### src/rtl/ext_pkg.sv
// Shared mode encodings for the immediate-extension unit.
package ext_pkg;

    typedef logic [1:0] ext_mode_t;

    localparam ext_mode_t EXT_ZERO   = 2'b00;
    localparam ext_mode_t EXT_SIGN   = 2'b01;
    localparam ext_mode_t EXT_UPPER  = 2'b10;
    localparam ext_mode_t EXT_BRANCH = 2'b11;

endpackage

### src/rtl/ext_core.sv
// Combinational immediate widener: (imm, mode) -> OUT_W-bit extended value.
module ext_core
    import ext_pkg::*;
#(
    parameter int IN_W  = 16,
    parameter int OUT_W = 32,
    parameter int SHIFT = 2
) (
    input  logic [IN_W-1:0]  imm,
    input  ext_mode_t        mode,
    output logic [OUT_W-1:0] result
);

    localparam int PAD_W = OUT_W - IN_W;

    logic [OUT_W-1:0] zext;
    logic [OUT_W-1:0] sext;
    logic [OUT_W-1:0] upper;

    assign zext  = {{PAD_W{1'b0}}, imm};
    assign sext  = {{PAD_W{imm[IN_W-1]}}, imm};
    assign upper = {imm, {PAD_W{1'b0}}};

    always_comb begin
        result = zext;
        unique case (mode)
            EXT_ZERO:   result = zext;
            EXT_SIGN:   result = sext;
            EXT_UPPER:  result = upper;
            EXT_BRANCH: result = sext << SHIFT;
            default:    result = zext;
        endcase
    end

endmodule

### src/rtl/ext_unit.sv
// Registered immediate-extension stage with a 2-entry skid (output reg + skid reg).
module ext_unit
    import ext_pkg::*;
#(
    parameter int IN_W  = 16,
    parameter int OUT_W = 32,
    parameter int SHIFT = 2
) (
    input  logic             clk,
    input  logic             rst_n,
    input  logic             in_valid,
    output logic             in_ready,
    input  logic [IN_W-1:0]  in_imm,
    input  logic [1:0]       in_mode,
    output logic             out_valid,
    input  logic             out_ready,
    output logic [OUT_W-1:0] out_data
);

    if (IN_W < 2 || IN_W >= OUT_W || SHIFT >= OUT_W - IN_W) begin : g_bad_params
        $error("ext_unit: illegal parameters (need 2 <= IN_W < OUT_W, SHIFT < OUT_W - IN_W)");
    end

    logic [OUT_W-1:0] ext_val;

    ext_core #(
        .IN_W (IN_W),
        .OUT_W(OUT_W),
        .SHIFT(SHIFT)
    ) u_core (
        .imm   (in_imm),
        .mode  (in_mode),
        .result(ext_val)
    );

    logic             out_valid_q, out_valid_d;
    logic [OUT_W-1:0] out_data_q,  out_data_d;
    logic             skid_valid_q, skid_valid_d;
    logic [OUT_W-1:0] skid_data_q, skid_data_d;
    logic             in_ready_q,  in_ready_d;

    logic accept;
    logic release_out;

    assign accept      = in_valid && in_ready_q;
    assign release_out = out_valid_q && out_ready;

    always_comb begin
        out_valid_d  = out_valid_q;
        out_data_d   = out_data_q;
        skid_valid_d = skid_valid_q;
        skid_data_d  = skid_data_q;

        if (!out_valid_q) begin
            if (accept) begin
                out_valid_d = 1'b1;
                out_data_d  = ext_val;
            end
        end else if (!skid_valid_q) begin
            if (accept && release_out) begin
                out_data_d = ext_val;
            end else if (release_out) begin
                out_valid_d = 1'b0;
            end else if (accept) begin
                skid_valid_d = 1'b1;
                skid_data_d  = ext_val;
            end
        end else if (release_out) begin
            // in_ready is low while full, so nothing new can arrive here
            out_data_d   = skid_data_q;
            skid_valid_d = 1'b0;
        end

        in_ready_d = !skid_valid_d;
    end

    always_ff @(posedge clk or negedge rst_n) begin
        if (!rst_n) begin
            out_valid_q  <= 1'b0;
            out_data_q   <= '0;
            skid_valid_q <= 1'b0;
            skid_data_q  <= '0;
            in_ready_q   <= 1'b1;
        end else begin
            out_valid_q  <= out_valid_d;
            out_data_q   <= out_data_d;
            skid_valid_q <= skid_valid_d;
            skid_data_q  <= skid_data_d;
            in_ready_q   <= in_ready_d;
        end
    end

    assign in_ready  = in_ready_q;
    assign out_valid = out_valid_q;
    assign out_data  = out_data_q;

endmodule

### config.mk
export PLATFORM = sky130hd
export DESIGN_NAME = ext_unit
export DESIGN_NICKNAME = d
export VERILOG_FILES = /design/src/rtl/ext_pkg.sv /design/src/rtl/ext_core.sv /design/src/rtl/ext_unit.sv
export SDC_FILE = /design/constraint.sdc
export NUM_CORES = 1
export LEC_CHECK = 0
export BUFFER_PORTS_ARGS = -buffer_cell sky130_fd_sc_hd__buf_4
export CORE_UTILIZATION = 55
export CTS_BUF_LIST = sky130_fd_sc_hd__clkbuf_2
export DETAILED_ROUTE_END_ITERATION = 16
export PLACE_DENSITY = 0.81
export SLEW_MARGIN = 20
export SYNTH_ARGS = -nofsm -noshare
export SYNTH_HDL_FRONTEND = slang
export SYNTH_HIERARCHICAL = 1
export SYNTH_SLANG_ARGS = --single-unit
### constraint.sdc
create_clock -name clk -period 2.2 [get_ports clk]
set_clock_uncertainty 0.1 [all_clocks]
set_input_delay 0.44 -clock clk [delete_from_list [all_inputs] [get_ports clk]]
set_output_delay 0.44 -clock clk [all_outputs]
set_load 0.01 [all_outputs]
==> tab_implementation.tex <==
\begin{tabular}{lr}
\hline
Metric & Value \\
\hline
\multicolumn{2}{l}{\textbf{Run status}} \\
Outcome & completed \\
\multicolumn{2}{l}{\textbf{GRT}} \\
Number of global-route vias before repair & 2,137 \\
Total global routing track utilization & 0.234 \\
Global-route congestion overflow total & 0 \\
Antenna violations before repair & 0 \\
Largest net degree at the start of global routing & 37 \\
First-pass GRT wire length & 10,800 um \\
\multicolumn{2}{l}{\textbf{Placed design}} \\
DPL Wire Length & 4530 um \\
Final RePlAce weighted congestion & 0.764 \\
Port-buffer cells & 55 \\
Placed cell areas & 0.00373 sq mm \\
\multicolumn{2}{l}{\textbf{Route}} \\
Via count & 2,045 \\
Post-detailed-route wirelength per cell & 17.8 um \\
Total iterations of the first detailed-routing run & 4 \\
Residual antenna-violating net count after detailed routing & 0 \\
Final WL & 6470 um \\
DR DRC count & 0 \\
Initial DRC Count & 129 \\
Average via count per standard cell & 5.63 \\
\multicolumn{2}{l}{\textbf{Floorplanning}} \\
Placeable Area & 0.00564 sq mm \\
Initial core utilization & 0.583 \\
Die width & 79.3 um \\
Die footprint & 0.00629 sq mm \\
Row cnt & 27 \\
\# IOs & 56 \\
Height of the die & 79.3 um \\
\multicolumn{2}{l}{\textbf{CTS}} \\
Number of gates resized after CTS & 0 \\
Clock tree from TritonCTS & done \\
Clk sinks & 67 \\
Clock H-tree levels & 3 \\
Register clock-pin slew on the reported worst setup and hold paths & 0.16 ns \\
Later-pin clock latency in the skew report & 0.50 ns \\
Root Buffer Master & sky130\_fd\_sc\_hd\_\_clkbuf\_2 \\
Number of clock buffers inserted by TritonCTS & 9 \\
Buffer depth of the longest clock path & 2 \\
\multicolumn{2}{l}{\textbf{Timing}} \\
Highest attainable clock frequency & 0.519 GHz \\
Count of final setup violators & 0 \\
Setup TNS after final layout & 0 ns \\
Number of pins exceeding their max-slew limit in the final report & 0 \\
Unrepaired setup endpoints after global routing & no \\
Crit share post-route & 0.875 \\
Slew at the pin closest to its max-slew limit & 0.685 ns \\
Relative slew slack & 0.543 \\
Final Hold Violating Endpoints & 0 \\
Post-layout minimum cycle time & 1.93 ns \\
\multicolumn{2}{l}{\textbf{Critical path}} \\
Slowest stage delay, CP & 0.54 ns \\
Combined buffer and inverter count along the critical path & 3 \\
Crit path required time & 2.48 ns \\
WP data arrival & 2.21 ns \\
CP Launch Type & input port \\
R2R depth & 4 \\
Reg-to-Reg Start & in\_ready \\
Library cell contributing the largest single delay on the critical path & sky130\_fd\_sc\_hd\_\_dlygate4sd3\_1 \\
Cell count along the critical path & 6 \\
R2r endpoint & skid\_data\_q[25] \\
Critical Path Source & out\_ready \\
Worst setup path end & skid\_data\_q[25] \\
Kind of capture point of the worst setup path & register \\
Maximum fanout along the worst path & 32 \\
Critical path, cell by cell & dlygate4sd3\_1 -> buf\_4 -> and2b\_1 -> nor3b\_4 -> buf\_12 -> mux2\_2 \\
Family with the most delay on the worst path & buffers and inverters \\
Register-to-register path setup slack & 0.42 ns \\
Category of the critical setup timing path & in2reg \\
\multicolumn{2}{l}{\textbf{Yosys}} \\
Count of flip-flops with a built-in enable after synthesis & 0 \\
Count of mapped cells out of synthesis & 225 \\
YS warnings & 6 \\
Top cells by count, synth & 94 x sky130\_fd\_sc\_hd\_\_mux2\_2, 66 x sky130\_fd\_sc\_hd\_\_dfrtp\_1, 14 x sky130\_fd\_sc\_hd\_\_a22o\_1 \\
Seq/Total Area, Yosys & 0.510 \\
Most used standard cell by instance count after synthesis & sky130\_fd\_sc\_hd\_\_mux2\_2 \\
Async set-or-reset flop fraction in the synthesized netlist & 1.00 \\
Synth Net Count & 247 \\
Largest cells by area after synthesis & sky130\_fd\_sc\_hd\_\_dfrtp\_1 50\%, sky130\_fd\_sc\_hd\_\_mux2\_2 32\%, sky130\_fd\_sc\_hd\_\_a22o\_1 3.7\% \\
Yosys reg bits & 67 \\
Cell taking the most area after synthesis & sky130\_fd\_sc\_hd\_\_dfrtp\_1 \\
Post-synth top flop & sky130\_fd\_sc\_hd\_\_dfrtp\_1 \\
Distinct cells, synth & 27 \\
Share of the synthesized area in the top cell type & 0.502 \\
Cell area after synthesis & 0.00329 sq mm \\
Synthesized area per cell & 14.6 sq um \\
\multicolumn{2}{l}{\textbf{Power}} \\
Power density of the placed cells & 1230 mW/mm\^{}2 \\
Power after layout & 4.70 mW \\
IR drop worst, VDD & 988 uV \\
Leakage power total & 1.88 nW \\
\multicolumn{2}{l}{\textbf{Finish}} \\
Antenna cells & 0 \\
Net count of the finished layout & 308 \\
\# fillers & 432 \\
Area growth, synth to finish & 16.3\% \\
Share of final-layout standard cells stronger than drive strength 1 & 0.629 \\
Post-route standard cell area excluding fillers & 0.00382 sq mm \\
Finished Core Util & 0.678 \\
\multicolumn{2}{l}{\textbf{Run}} \\
Max-Cap Viols & 0 \\
\multicolumn{2}{l}{\textbf{Worst hold path}} \\
Hold Path Stages & 3 \\
Hold Crit Class & in2reg \\
\hline
\end{tabular}
## where the power goes
part | switching (mW) | total (mW) | internal [mW]
clock network | 0.400 | 0.543 | 0.144
registers | 0.295 | 2.09 | 1.79
logic | 0.817 | 2.07 | 1.26
total | 1.51 | 4.70 | 3.19
## timing repair
action | 4_1_cts | 5_1_grt
hold buffers | 2 | 0
endpoints found under the hold margin | 34 | 0
buffers inserted | 0 | 0
## state kept, by name, summed over array words and instances (netlist names), named ones only
signal,cells
out_data,32
skid_data_q,32
in_ready,1
out_valid,1
## through the flow
| stage | hold WS (ns) | setup slack [ns] | std cells |
|---|---|---|---|
| after floorplan | 0.0444 | 0.505 | 225 |
| after global placement | 0.322 | 0.218 | 345 |
| after detailed placement | 0.319 | 0.205 | 345 |
| after CTS | 0.139 | 0.322 | 363 |
| after global routing | 0.154 | 0.294 | 363 |
| final | 0.193 | 0.274 | 363 |
## layout by cell type (no fill, tap or decap), drive strengths merged
cell | Yosys | routed
mux2 | 97 | 97
dfrtp | 66 | 66
buf | 14 | 62
a22o | 15 | 15
a21o | 14 | 14
clkbuf | 0 | 11
clkinv | 0 | 5
and2b | 4 | 4
inv | 3 | 3
nand2 | 3 | 3
dlygate4sd3 | 0 | 2
a21oi | 2 | 2
and2 | 2 | 2
a31oi | 1 | 1
o21ai | 1 | 1
nor3b | 1 | 1
dfstp | 1 | 1
o21a | 1 | 1
## logic make-up (layout without fill, tap and decap cells)
kind of cell,count (synthesis),in the layout,synth area share
DFF,67,67,0.510
AOI/OAI and AO/OA,34,34,0.0837
muxes,97,97,0.332
and+or+nand+nor,10,10,0.0251
buffers and inverters,17,83,0.0483
## layer usage
metal / track usage / wire length [um] / part of all wire / up-vias
met1: 0.314 / 2990 / 0.46 / 1042
met4: 0.0545 / 61 / 0.0094 / 0
met3: 0.0828 / 346 / 0.053 / 6
met5: 0 / 0 / 0 / -
met2: 0.363 / 3070 / 0.47 / 52
li1: - / - / - / 945
## final cells by class
type / instances / area, sq um / area share
flip-flops and latches: 67 / 1680 / 0.439
multi-input cells: 141 / 1460 / 0.381
repair buffers: 64 / 510 / 0.134
well taps: 72 / 90.1 / 0.0236
clock buffers: 11 / 55.1 / 0.0144
clock inverters: 5 / 21.3 / 0.00556
inverters: 3 / 11.3 / 0.00295
## worst min-delay path by stage
stage          startpoint                    endpoint  slack [ns]
4_1_cts          in_valid                    register        0.14
2_1_floorplan       rst_n  asynchronous set/reset pin        0.04
3_5_place_dp        rst_n              skid_data_q[2]        0.32
5_1_grt         in_imm[8]             skid_data_q[24]        0.15
3_3_place_gp        rst_n                 out_data[5]        0.32
6_report         in_valid                    register        0.19
## worst register-to-register path, cell delays in order, from the launching register on
cell and delay, ns:
sky130_fd_sc_hd__dfstp_2 0.57, sky130_fd_sc_hd__nand2_1 0.15, sky130_fd_sc_hd__nor3b_4 0.24, sky130_fd_sc_hd__buf_12 0.24, sky130_fd_sc_hd__mux2_2 0.37
Note: power is estimated with default switching activity, not from simulation.
